**config.mk**
```make
export PLATFORM = sky130hd
export DESIGN_NAME = serial_add_sched
export DESIGN_NICKNAME = d
export VERILOG_FILES = /design/src/rtl/serial_add_sched.sv
export SDC_FILE = /design/constraint.sdc
export NUM_CORES = 1
export LEC_CHECK = 0
export CORE_MARGIN = 1.5
export CORE_UTILIZATION = 45
export CTS_CLUSTER_SIZE = 40
export DETAILED_ROUTE_END_ITERATION = 12
export GPL_ROUTABILITY_DRIVEN = 0
export GPL_TIMING_DRIVEN = 0
export PLACE_DENSITY = 0.77
export SYNTH_ARGS = -nofsm -noshare
export SYNTH_HDL_FRONTEND = slang
export SYNTH_SLANG_ARGS = --single-unit
```
**constraint.sdc**
```tcl
create_clock -name clk -period 1.5 [get_ports clk]
set_input_delay 0.375 -clock clk [delete_from_list [all_inputs] [get_ports clk]]
set_output_delay 0.375 -clock clk [all_outputs]
set_load 0.02 [all_outputs]
```
**src/rtl/serial_add_sched.sv**
```systemverilog
// Two-requester round-robin front end for a shared LSB-first serial adder.
// Grants one requester, steps WIDTH add cycles, then pulses done with the result.
module serial_add_sched #(
    parameter int WIDTH = 4
) (
    input  logic             clk,
    input  logic             rst,
    input  logic             req0,
    input  logic [WIDTH-1:0] a0,
    input  logic [WIDTH-1:0] b0,
    input  logic             c_in0,
    input  logic             req1,
    input  logic [WIDTH-1:0] a1,
    input  logic [WIDTH-1:0] b1,
    input  logic             c_in1,
    output logic             gnt0,
    output logic             gnt1,
    output logic             busy,
    output logic [WIDTH-1:0] i,
    output logic [WIDTH-1:0] s,
    output logic             c_out,
    output logic             done,
    output logic             done_id
);

    typedef enum logic [1:0] {IDLE, ADD, DONE} state_t;

    state_t           state_q, state_d;
    logic [WIDTH-1:0] a_sr_q, a_sr_d;
    logic [WIDTH-1:0] b_sr_q, b_sr_d;
    logic [WIDTH-1:0] s_q, s_d;
    logic [WIDTH-1:0] i_q, i_d;
    logic             carry_q, carry_d;
    logic             c_out_q, c_out_d;
    logic             done_q, done_d;
    logic             done_id_q, done_id_d;
    logic             owner_q, owner_d;
    logic             last_q, last_d;
    logic             gnt0_q, gnt0_d;
    logic             gnt1_q, gnt1_d;

    logic sum_bit;
    logic carry_nxt;
    logic win;

    assign sum_bit   = a_sr_q[0] ^ b_sr_q[0] ^ carry_q;
    assign carry_nxt = (a_sr_q[0] & b_sr_q[0]) | (a_sr_q[0] & carry_q) | (b_sr_q[0] & carry_q);
    // On a tie the requester that did not win last time is served.
    assign win       = (req0 && req1) ? ~last_q : req1;

    always_comb begin
        state_d   = state_q;
        a_sr_d    = a_sr_q;
        b_sr_d    = b_sr_q;
        s_d       = s_q;
        i_d       = i_q;
        carry_d   = carry_q;
        c_out_d   = c_out_q;
        done_d    = 1'b0;
        done_id_d = done_id_q;
        owner_d   = owner_q;
        last_d    = last_q;
        gnt0_d    = 1'b0;
        gnt1_d    = 1'b0;
        case (state_q)
            IDLE: begin
                if (req0 || req1) begin
                    state_d = ADD;
                    a_sr_d  = win ? a1 : a0;
                    b_sr_d  = win ? b1 : b0;
                    carry_d = win ? c_in1 : c_in0;
                    s_d     = '0;
                    i_d     = {{(WIDTH-1){1'b0}}, 1'b1};
                    owner_d = win;
                    last_d  = win;
                    gnt0_d  = ~win;
                    gnt1_d  = win;
                end
            end
            ADD: begin
                s_d     = {sum_bit, s_q[WIDTH-1:1]};
                carry_d = carry_nxt;
                a_sr_d  = {1'b0, a_sr_q[WIDTH-1:1]};
                b_sr_d  = {1'b0, b_sr_q[WIDTH-1:1]};
                i_d     = {i_q[WIDTH-2:0], 1'b0};
                if (i_q[WIDTH-1]) begin
                    i_d       = '0;
                    c_out_d   = carry_nxt;
                    done_d    = 1'b1;
                    done_id_d = owner_q;
                    state_d   = DONE;
                end
            end
            DONE:    state_d = IDLE;
            default: state_d = IDLE;
        endcase
    end

    always_ff @(posedge clk or posedge rst) begin
        if (rst) begin
            state_q   <= IDLE;
            a_sr_q    <= '0;
            b_sr_q    <= '0;
            s_q       <= '0;
            i_q       <= '0;
            carry_q   <= 1'b0;
            c_out_q   <= 1'b0;
            done_q    <= 1'b0;
            done_id_q <= 1'b0;
            owner_q   <= 1'b0;
            last_q    <= 1'b1;
            gnt0_q    <= 1'b0;
            gnt1_q    <= 1'b0;
        end else begin
            state_q   <= state_d;
            a_sr_q    <= a_sr_d;
            b_sr_q    <= b_sr_d;
            s_q       <= s_d;
            i_q       <= i_d;
            carry_q   <= carry_d;
            c_out_q   <= c_out_d;
            done_q    <= done_d;
            done_id_q <= done_id_d;
            owner_q   <= owner_d;
            last_q    <= last_d;
            gnt0_q    <= gnt0_d;
            gnt1_q    <= gnt1_d;
        end
    end

    assign gnt0    = gnt0_q;
    assign gnt1    = gnt1_q;
    assign busy    = (state_q != IDLE);
    assign i       = i_q;
    assign s       = s_q;
    assign c_out   = c_out_q;
    assign done    = done_q;
    assign done_id = done_id_q;

endmodule

```
==> reports/metrics.cfg, run 1 <==
[outcome]
status=finished clean

[grt]
antenna_found_initial=0
grt_pass1_wl_mm=3.86
first_global_vias=878
grtUsageTotal=0.185
grt_max_degree=27
gr-total-overflow=0

[timing]
hold_slack_ns=0.495
rsz0062_at_grt=no
slew_headroom=0.362
fmax_mhz=686
min_period_ns=1.46
final-hold-violation-count=0
drv_slew=0
fin_skew_ns=0.00729
final-setup-viol-count=0
fin_crit_sh=0.972
worstMarginPinSlew_ns=0.956

[drt]
first_iter_violations=7
wl_per_cell_um=13.1
route.detailed.drc=0
via_count=982
wl_mm=2.41
dr.pass1.iters=4
postRouteAntennaNets=0
viasPerCell=5.34

[pwr]
p_int_w=0.00176
p_leak_nw=0.810
seq_power_share=0.392
p_sw_frac=0.398
pwr-share-clk=0.121
peakVddDrop_mv=0.979
power.density_nw_per_um2=1780
power.total_w=0.00292
switching_power_w=0.00117
pwr-share-comb=0.487

[worst_setup_path]
path_class=flip-flop to output port
worst_setup_path_end_kind=output port
reg2reg_depth=5
cp.required_ns=1.12
crit_buf_inv=1
rrSetupSlack_ns=0.18
cp_top_family=flip-flops
path_max_fanout=3
r2r_end=a_sr_q[1]$_DFFE_PP0P_
cp.depth=1
cpMaxStageDelayCell=dfrtp_1
cp-start-kind=flip-flop
cp_data_arrival_time_ns=1.08
cp_slowest_stage_delay_ns=0.43
crit_chain=dlygate4sd2_1
rr_startpoint=state_q[1]$_DFFE_PP0P_

[clock_tree]
worstSkewPairLatency_ns=0.32
cts_buffers=3
path_clk_slew_ns=0.14
ctsHtreeMaxLevel=1
numClockSinks=26
cts_tree=done
cts_root_buf=clkbuf_4
clockBufferDepth=2

[worst_hold_path]
hold_depth=2
hold_start=req0
min_to=gnt0$_DFF_PP0_
min_path_type=input port to flip-flop

[logic_synthesis]
ys_seq_area_frac=0.550
syn_nets=134
synth_top_area_cell=dfrtp_1
yosys.area.top_type_share=0.528
ys_types=28
ys_warn_count=0
syn_inst=111
syn_area_per_cell_sq_um=10.7
syn-cell-area_sq_um=1180
synth_ff_type=dfrtp_1
synth_edf_count=0
synth_seq_cells=26
synth_area_leaders=dfrtp_1, mux2i_1, nand2_1
postSynth.asyncResetShare=1.00

[run]
cap_viol_max_count=0

[place]
io_buffer_count=35
dp_hpwl_mm=1.73

[finish]
nNetsFinal=178
num_antenna_cells=0
area_growth_syn_to_layout_pct=38.3
layout-drive-gt1-share=0.143
final_cell_mix=dfrtp_1, clkdlybuf4s50_1, nand2_1
mostFrequentLayoutCell=dfrtp_1

[floorplanning]
core_area_sq_um=2480
io_pins=36
initial_utilization=0.478
rows=18
dieHeight_um=54.3
die-width_um=54.3
fp.dieArea_sq_um=2950

[cell usage after synthesis (all sizes together) (3+ instances only)]
master	n
mux2i	7
nand2	17
dfrtp	25
inv	9
o221ai	3
o211ai	4
buf	5
o21ai	16
nand3	4
[state kept, by name, summed over array words and instances, names as in the netlist]
register  count
s             4
gnt1          1
done_id       1
c_out         1
carry_q       1
state_q       2
b_sr_q        4
a_sr_q        4
last_q        1
done          1
owner_q       1
i             4
gnt0          1
[power groups by stage]
stage               Sequential [W]  Clock [W]  Combinational, W
floorplan                  0.00132          0          0.000714
global placement           0.00118          0           0.00135
detailed placement         0.00119          0           0.00139
CTS                        0.00116   0.000362           0.00135
global route               0.00118   0.000390           0.00155
finish                     0.00115   0.000355           0.00142
[layer usage]
layer  wire length [um]  part of all wire  GRT usage  vias to the layer above
met1               1110              0.46      0.230                      482
met2               1190              0.49      0.311                       22
li1                   -                 -          -                      474
met3                 62             0.026     0.0164                        4
met4                 50             0.021      0.113                        0
met5                  0                 0          0                        -
[per-stage QoR]
| step | instance area [sq um] | utilization | std cells | setup TNS [ns] | setup slack [ns] |
|---|---|---|---|---|---|
| 5_1_grt | 1640 | 0.662 | 184 | 0 | 0.000228 |
| 6_report | 1640 | 0.662 | 184 | 0 | 0.0422 |
| 2_1_floorplan | 1180 | - | 111 | 0 | 0.329 |
| 3_3_place_gp | 1570 | 0.635 | 176 | -4.38 | -0.285 |
| 3_5_place_dp | 1570 | 0.635 | 176 | -5.42 | -0.288 |
| 4_1_cts | 1610 | 0.648 | 182 | -0.0213 | -0.0213 |
[what timing repair did]
item | 4_1_cts | 5_1_grt
pin swaps | 1 | 1
setup buffers | 2 | 2
endpoints found under the setup margin | 14 | 10
hold buffers | 0 | 0
gates resized for setup | 19 | 7
[kinds of logic (layout without fill, tap and decap cells)]
logic type | after synthesis | in the layout | synth area share
compound gates | 30 | 30 | 0.164
simple gates | 32 | 32 | 0.146
fa+ha+maj | 1 | 1 | 0.0169
buf+inv | 14 | 57 | 0.0549
mux | 8 | 8 | 0.0686
flops | 26 | 26 | 0.550
[worst max-delay path by stage]
stage,from,end,slack (ns)
global placement,req1,carry_q$_DFFE_PP0P_,-0.29
detailed placement,req1,carry_q$_DFFE_PP0P_,-0.29
floorplan,state_q[1]$_DFFE_PP0P_,done_id$_DFFE_PP0P_,0.33
global route,s[2]$_DFFE_PP0P_,s[2],0.0002
finish,s[2]$_DFFE_PP0P_,s[2],0.04
CTS,state_q[0]$_DFFE_PP0P_,busy,-0.02
[layout make-up]
type,count,area [sq um]
Tap cell,30,37.5
Clock buffer,4,36.3
Inverter,9,33.8
Fill cell,215,838
Multi-Input combinational cell,71,474
Timing Repair Buffer,39,372
Sequential cell,26,654
Buffer,5,31.3
No activity file was read; power rests on OpenSTA's default activity.
==> run 2: changes to the inputs <==
CORE_UTILIZATION = 49   (was 45)
CTS_CLUSTER_SIZE = 20   (was 40)
MAX_ROUTING_LAYER = met4   (was not set)
PLACE_DENSITY = 0.83   (was 0.77)
clock period = 1.9 ns   (was 1.5 ns; I/O delays follow)
==> reports/metrics.cfg, run 2 (synthesis gave the netlist of run 1 again) <==
[grt]
grt_max_degree=27
antenna_found_initial=0
gr-total-overflow=0
grtUsageTotal=0.211
first_global_vias=931
met3_usage=0.0314
gr-max-usage-layer=met2
grt_pass1_wl_mm=4.02
use_met2=0.369
met1_usage=0.227

[drt]
first_iter_violations=20
postRouteAntennaNets=0
dr.pass1.iters=4
route.detailed.drc=0
wl_mm=2.48
via_count=967
viasPerCell=5.37
wl_per_cell_um=13.8

[pwr]
p_int_w=0.00143
power.total_w=0.00235
p_sw_frac=0.392
switching_power_w=0.000919
power.density_nw_per_um2=1440
pwr-share-comb=0.477
seq_power_share=0.400
p_leak_nw=0.753
peakVddDrop_mv=0.860
pwr-share-clk=0.123

[clock_tree]
numClockSinks=26
ctsHoldBuffers=0
cts_buffers=3
cts_root_buf=clkbuf_4
path_clk_slew_ns=0.15
cts_tree=done
worstSkewPairLatency_ns=0.33
ctsHtreeMaxLevel=1
clockBufferDepth=2

[finish]
multiInputGateArea_sq_um=468
nNetsFinal=176
num_antenna_cells=0
mostFrequentLayoutCell=clkdlybuf4s50_1
utilization=0.721
layout-drive-gt1-share=0.118
fillCellCount=178
register_area_sq_um=654
final_cell_mix=clkdlybuf4s50_1, dfrtp_1, nand2_1
fin_cells=180
area_growth_syn_to_layout_pct=37.3

[timing]
final-hold-violation-count=0
final-setup-viol-count=0
hold_slack_ns=0.495
fmax_mhz=544
fin_crit_sh=0.967
fin_skew_ns=0.00880
drv_slew=0
setup_tns_ns=0
rsz0062_at_grt=no
slew_headroom=0.360
min_period_ns=1.84
worstMarginPinSlew_ns=0.959

[worst_setup_path]
worst_setup_path_end_kind=output port
reg2reg_depth=3
cp-start-kind=flip-flop
path_class=flip-flop to output port
cp_data_arrival_time_ns=1.36
cp.required_ns=1.42
path_max_fanout=7

[floorplanning]
dieHeight_um=52.2
fp.dieArea_sq_um=2720
die-width_um=52.2
rows=17
io_pins=36
initial_utilization=0.526
core_area_sq_um=2250

[place]
io_buffer_count=35
post-place-cells=174
dp_hpwl_mm=1.86

[worst_hold_path]
min_path_type=flip-flop to flip-flop
hold_depth=2

[outcome]
status=finished clean

[run]
cap_viol_max_count=0

[run 2: cell count changes in the layout (fill, tap and decap cells not counted), sizes merged]
cell	before	now
dlygate4sd2	12	0
clkdlybuf4s50	19	33
buf	10	7
dlymetal6s2s	2	1
[run 2: routing by layer]
layer / vias up / share of wire
met2: 28 / 0.51
li1: 467 / -
met1: 467 / 0.42
met4: 0 / 0.023
met3: 5 / 0.038
met5: - / 0
[run 2: power by group through the flow]
stage,Sequential (W),Combinational (W),Clock (W)
finish,0.000938,0.00112,0.000287
global route,0.000960,0.00123,0.000303
CTS,0.000936,0.00110,0.000292
detailed placement,0.000946,0.00110,0
global placement,0.000931,0.00106,0
floorplan,0.00104,0.000564,0
[run 2: critical path: stages (launching register included)]
cell and delay [ns]:
dfrtp_2 0.50, nor2_4 0.19, inv_1 0.06, clkdlybuf4s15_1 0.28
[run 2: worst paths after layout]
check,from,to,slack (ns)
setup / recovery,state_q[0]$_DFFE_PP0P_,busy,0.06
hold / removal,c_out$_DFFE_PP0P_,c_out$_DFFE_PP0P_,0.50
setup reg to reg,state_q[1]$_DFFE_PP0P_,done_id$_DFFE_PP0P_,0.59
hold reg to reg,c_out$_DFFE_PP0P_,c_out$_DFFE_PP0P_,0.50
max in group asynchronous,rst,i[3]$_DFFE_PP0P_,0.61
min in group asynchronous,rst,s[2]$_DFFE_PP0P_,0.65
[run 2: cell type report]
type | instances | area share
buffer | 5 | 0.0192
clock buffer | 4 | 0.0223
inverter | 9 | 0.0208
multi-input combinational | 71 | 0.288
sequential | 26 | 0.402
tap | 28 | 0.0215
timing repair buffer | 37 | 0.226
[run 2: timing repair]
item / 4_1_cts / 5_1_grt
setup endpoints to repair: 2 / 2
pin swaps: 0 / 1
resized for setup: 3 / 2
setup buffers: 0 / 2
[run 2: per-stage QoR]
| step | cell area (sq um) | worst slack [ns] |
|---|---|---|
| after floorplan | 1180 | 0.689 |
| after global placement | 1570 | 0.0233 |
| after detailed placement | 1570 | -0.00788 |
| after CTS | 1610 | 0.00933 |
| after global routing | 1630 | 0.0202 |
| final | 1630 | 0.0627 |
==> run 3: changes to the inputs <==
SKIP_CTS_REPAIR_TIMING = 1   (was not set)
SLEW_MARGIN = 40   (was not set)
==> reports/metrics.cfg, run 3 (synthesis gave the netlist of run 1 again) <==
[timing]
setup_ws_ns=0.0845
min_period_ns=1.82
fin_skew_ns=0.00811
slew_headroom=0.648
final-hold-violation-count=0
rsz0062_at_grt=no
fin_crit_sh=0.956
drv_slew=0
fmax_mhz=551
final-setup-viol-count=0
worstMarginPinSlew_ns=0.527
setup_tns_ns=0

[place]
dp_slack_ns=-0.00788
io_buffer_count=35
dp_hpwl_mm=1.86

[clock_tree]
cts_buffers=3
cts_root_buf=clkbuf_4
numClockSinks=26
path_clk_slew_ns=0.15
ctsHtreeMaxLevel=1
clockBufferDepth=2
worstSkewPairLatency_ns=0.33
cts_tree=done

[finish]
layout-drive-gt1-share=0.113
nNetsFinal=174
multiInputGateArea_sq_um=468
area_growth_syn_to_layout_pct=36.2
num_antenna_cells=0
mostFrequentLayoutCell=clkdlybuf4s50_1
final_cell_mix=clkdlybuf4s50_1, dfrtp_1, nand2_1
fillCellCount=178
register_area_sq_um=654

[pwr]
switching_power_w=0.000913
p_int_w=0.00140
pwr-share-comb=0.470
power.density_nw_per_um2=1430
seq_power_share=0.406
p_leak_nw=0.748
pwr-share-clk=0.124
p_sw_frac=0.395
peakVddDrop_mv=0.868

[drt]
wl_mm=2.47
postRouteAntennaNets=0
wl_per_cell_um=13.9
via_count=951
first_iter_violations=21
wl_met3_um=81
dr.pass1.iters=4
viasPerCell=5.34
wl_met2_mm=1.27
route.detailed.drc=0
wl_met1_mm=1.06
route.top_layer_used=met4

[grt]
grt_max_degree=27
gr-total-overflow=0
grtUsageTotal=0.210
grt_pass1_wl_mm=4.01
antenna_found_initial=0
first_global_vias=925

[worst_setup_path]
path_max_fanout=3
cp-start-kind=flip-flop
cpMaxStageDelayCell=clkdlybuf4s50_1
cp_data_arrival_time_ns=1.34
crit_buf_inv=1
cp_slowest_stage_delay_ns=0.61
cp.required_ns=1.42
worst_setup_path_end_kind=output port
cp_top_family=buffers and inverters
path_class=flip-flop to output port
crit_chain=clkdlybuf4s50_1

[worst_hold_path]
min_path_type=input port to async pin

[outcome]
status=finished clean

[floorplanning]
core_area_sq_um=2250
die-width_um=52.2
rows=17
fp.dieArea_sq_um=2720
dieHeight_um=52.2
initial_utilization=0.526
io_pins=36

[run]
cap_viol_max_count=0

-- run 3: cell count changes in the layout (fill, tap and decap cells not counted), sizes merged --
cell / before / now
buf: 7 / 5
clkdlybuf4s15: 1 / 0
dlymetal6s2s: 1 / 2
-- run 3: path summary, 6_finish.rpt --
path / endpoint / depth (start not counted) / startpoint / slack (ns)
max in group asynchronous: i[3]$_DFFE_PP0P_ / 2 / rst / 1.03
min in group clk: c_out$_DFFE_PP0P_ / 2 / c_out$_DFFE_PP0P_ / 0.50
max: s[1] / 1 / s[1]$_DFFE_PP0P_ / 0.08
max reg2reg: done_id$_DFFE_PP0P_ / 3 / state_q[1]$_DFFE_PP0P_ / 0.58
min reg2reg: c_out$_DFFE_PP0P_ / 2 / c_out$_DFFE_PP0P_ / 0.50
min: s[2]$_DFFE_PP0P_ / 2 / rst / 0.49
-- run 3: routing by layer --
| layer | vias up | global-route usage |
|---|---|---|
| met1 | 459 | 0.227 |
| met4 | 0 | 0.120 |
| met2 | 24 | 0.367 |
| met5 | - | - |
| met3 | 5 | 0.0314 |
| li1 | 463 | - |
-- run 3: power by group through the flow --
stage | sequential [W] | combinational (W) | clock (W)
floorplan | 0.00104 | 0.000564 | 0
global placement | 0.000931 | 0.00106 | 0
detailed placement | 0.000946 | 0.00110 | 0
CTS | 0.000932 | 0.00111 | 0.000292
global route | 0.000960 | 0.00120 | 0.000303
finish | 0.000939 | 0.00109 | 0.000287
-- run 3: through the flow --
stage / power (W) / hold slack, ns / util / cell area (sq um) / std cells
2_1_floorplan: 0.00161 / 0.442 / - / 1180 / 111
3_3_place_gp: 0.00199 / 0.460 / 0.696 / 1570 / 174
3_5_place_dp: 0.00205 / 0.471 / 0.696 / 1570 / 174
4_1_cts: 0.00233 / 0.497 / 0.713 / 1610 / 178
5_1_grt: 0.00247 / 0.526 / 0.716 / 1610 / 178
6_report: 0.00231 / 0.485 / 0.716 / 1610 / 178
-- run 3: area by class of cell --
cell class                      count  share of cell area
Sequential cell                    26               0.405
Multi-Input combinational cell     71               0.290
Timing Repair Buffer               35               0.220
Clock buffer                        4              0.0225
Tap cell                           28              0.0217
Inverter                            9              0.0209
Buffer                              5              0.0194
==> RTL change 1: new RTL, flow settings as in run 1 <==
The parameter `WIDTH` goes from 4 to 3.
--- a/src/rtl/serial_add_sched.sv
+++ b/src/rtl/serial_add_sched.sv
@@ -2,5 +2,5 @@
 // Grants one requester, steps WIDTH add cycles, then pulses done with the result.
 module serial_add_sched #(
-    parameter int WIDTH = 4
+    parameter int WIDTH = 3
 ) (
     input  logic             clk,
Interface: changed (6 resized); port bits go from 36 to 30. The function was not compared with the original's and may differ.
==> RTL change 1 against run 1 <==
- via count fell by 18%
- die area decreased by 16%
- first-iteration DRC count grew 71%
- sequential cell count down 4
- worst setup slack got worse by 0.029 ns
- final area decreased by 17%
- wire length is 17% lower
- power down 19%
- synthesized area fell by 17%
- clock skew up 0.0021 ns
- synthesized cell count decreased by 17%
==> RTL change 1: results (changes against run 1) <==
status=finished, final reports clean; VDD IR-drop max=1.267 mV (+29%); drt total wl=1997 um (-17%); cell leakage power=0.6648 nW (-18%); register area share after synthesis=0.5589 (+0.008777); fraction of layout instances using a drive strength above 1=0.1473 (+0.004430); Hold Path Cell Cnt=3 (+1); diode count=0 (unchanged); PortBufs=28 (-20%); RR Startpoint=state_q[1]; Initial DRC Count=12 (+5); Root Buffer=clkbuf_4; H-Tree Depth=1 (unchanged); Clock Latency Late Sink=0.30 ns (-0.02 ns); clock skew=0.009383 ns (+0.002094 ns); pin count of the biggest net entering global routing=23 (-15%); via/cell ratio=5.192 (-2.7%); Reg2Reg Depth=4 (-1); Clock transition at path regs=0.12 ns (-0.02 ns); list of most frequent post-synthesis cells=dfrtp_1, nand2_1, o21ai_0; syn_nets=111 (-17%); detailed-route wire length per cell=12.80 um (-2.4%); Worst slew margin=0.4652 (+0.1030); vias in the first global route=737 (-16%); DP Wirelength=1439 um (-17%); antenna violations before repair=0 (unchanged); Worst Path Arrival=1.11 ns (+0.03 ns); first-pass GRT wire length=3325 um (-14%); Area contributors post-synth=dfrtp_1, o21ai_0, mux2i_1, nand2_1, inv_1; Critical Path Source=state_q[0]; cells after synthesis=92 (-17%); asr flop ratio synth=1.000 (unchanged); Fill cells=165 (-23%); NumNets Final=149 (-16%); synth unique cells=31 (+11%); CP max FO=5 (+2); All-Layer GR Usage=0.1751 (-0.01008)
-- RTL change 1: kinds of logic (layout without fill, tap and decap cells) --
group / after synthesis / count (layout) / synth area share
simple gates: 27 / 27 / 0.1344
compound gates: 24 / 24 / 0.1686
flops: 22 / 22 / 0.5589
buf+inv: 12 / 49 / 0.05575
mux: 6 / 6 / 0.06211
fa+ha+maj: 1 / 1 / 0.02028
-- RTL change 1: path summary, 6_finish.rpt --
check	slack, ns	endpoint
worst max-delay path	0.01	busy
min in group asynchronous	0.52	s[1]
worst max register to register	0.18	done_id
worst min-delay path	0.35	a_sr_q[2]
worst min register to register	0.49	owner_q
max in group asynchronous	0.48	state_q[0]
-- RTL change 1: metrics by stage --
step	util	setup slack (ns)	total power, mW	area, sq um	hold slack [ns]
2_1_floorplan	-	0.2159	1.685	987.2	0.3635
4_1_cts	0.6621	0.01288	2.367	1339	0.3453
5_1_grt	0.6714	-0.04008	2.570	1358	0.3505
3_5_place_dp	0.6436	-0.3717	2.137	1301	0.4659
3_3_place_gp	0.6436	-0.3551	2.100	1301	0.4611
6_report	0.6714	0.01316	2.381	1358	0.3524
-- RTL change 1: per-layer routing --
layer	vias up	wire, um	GRT usage	part of all wire
met5	-	0	0	0
met4	0	12	0.05556	0.0060
met3	2	85	0.02424	0.043
met2	18	983	0.2844	0.49
met1	393	916	0.2430	0.46
li1	397	-	-	-
-- RTL change 1: cell type report --
class	instances	area [sq um]	area share
Buffer	4	31.28	0.02304
Clock buffer	4	26.28	0.01935
Inverter	8	30.03	0.02212
Multi-Input combinational cell	58	390.4	0.2876
Sequential cell	22	551.8	0.4065
Tap cell	27	33.78	0.02488
Timing Repair Buffer	33	294.0	0.2166
-- RTL change 1: power by group --
part           switching [mW]  internal [mW]  leakage (nW)  total (mW)
Combinational           0.634          0.485         0.368        1.12
Clock                   0.163          0.103        0.0150       0.266
Sequential              0.154          0.843         0.281       0.997
Total                   0.951           1.43         0.665        2.38
-- RTL change 1: worst max-delay path, cell delays in order, from the launching register on --
cell,delay [ns]
dfrtp_1,0.48
nor2_4,0.15
inv_1,0.04
buf_2,0.15
-- RTL change 1: timing repair --
action                     in CTS  in global routing
pin swaps                       1                  0
setup endpoints to repair      15                  2
buffers inserted                2                  3
gates resized for setup        20                  2
==> RTL change 2: new RTL, settings of run 1 <==
Made on the original files. Re-encode `state_t` (3 states) as one-hot, 3 bits wide.
--- a/src/rtl/serial_add_sched.sv
+++ b/src/rtl/serial_add_sched.sv
@@ -24,5 +24,5 @@
 );
 
-    typedef enum logic [1:0] {IDLE, ADD, DONE} state_t;
+    typedef enum logic [2:0] {IDLE = 3'b001, ADD = 3'b010, DONE = 3'b100} state_t;
 
     state_t           state_q, state_d;
Function: no difference found for any inputs over 10 cycles, from zero or initial values and one cycle with rst high; not proved beyond that.
==> RTL change 2 against run 1 <==
- the run now ends with negative setup slack left
- fmax shrank 15%
- wire length grew 29%
- synthesized cell count grew 2.7%
- worst setup slack lost 0.26 ns
- final area grew 12%
- sequential cell count grew 1
- synthesized area grew 5.3%
- power grew 22%
- critical path type unchanged
==> RTL change 2: results (changes against run 1) <==
Psw=1.390 mW (+19%); M1 WL=1280 um (+16%); clock skew=0.001523 ns (-0.005765 ns); pin count of the biggest net entering global routing=28 (+3.7%); status=finished, violations left; area delta synth->final=47.04%; Area contributors post-synth=dfrtp_1, a21o_1, nand2_1, dfstp_2, a221oi_1; Worst Path Arrival=1.35 ns (+0.27 ns); Power Sequential=1.22 mW (+6%); failing checks=negative setup slack; first-pass GRT wire length=5092 um (+32%); placed cell area=0.001635 sq mm (+4.0%); syn_nets=137 (+2.2%); cell leakage power=0.9203 nW (+14%); HP Class=register to register; CTS Sinks=27 (+3.8%); area taken by multi-input logic gates=550.5 sq um (+16%); Final Core Density=0.7207 (+0.05913); NumNets Final=188 (+5.6%); Data buffer area share=0.2735 (+0.02773); slowest CP cell=dfstp_2; clk cell area share=0.01501 (-0.007131); Seq. cell area=679.4 sq um (+3.8%); register area share after synthesis=0.5436 (-0.006528); Largest stage delay, worst path=0.56 ns (+0.13 ns); Setup-failing EPs final=17 (+17); total power=3.582 mW (+22%); GR Util met3=0.03256 (+0.01616); final worst slack=-0.2218 ns (-0.2639 ns); inverters=10 (+1); Worst-Margin Slew=1.008 ns (+0.05182 ns); VDD IR-drop max=1.269 mV (+30%); Initial DRC Count=25 (+18); All-Layer GR Usage=0.2112 (+0.02603)
-- RTL change 2: logic make-up (layout without fill, tap and decap cells) --
| group | Yosys count | in the layout | share of synthesized area |
|---|---|---|---|
| flip-flops | 27 | 27 | 0.5436 |
| multiplexers | 3 | 3 | 0.02508 |
| adder cells (fa/ha/maj) | 1 | 1 | 0.01605 |
| AND/OR/NAND/NOR | 26 | 26 | 0.09729 |
| buffers and inverters | 16 | 66 | 0.07622 |
| AO/OA/AOI/OAI | 41 | 41 | 0.2417 |
-- RTL change 2: final timing paths --
kind	endpoint	cells after the start	slack, ns	startpoint
max	busy	4	-0.22	state_q[0]
min	owner_q	1	0.49	owner_q
max reg2reg	s[0]	7	-0.16	state_q[0]
min reg2reg	owner_q	1	0.49	owner_q
max in group asynchronous	i[3]	2	0.28	rst
min in group asynchronous	i[2]	2	0.55	rst
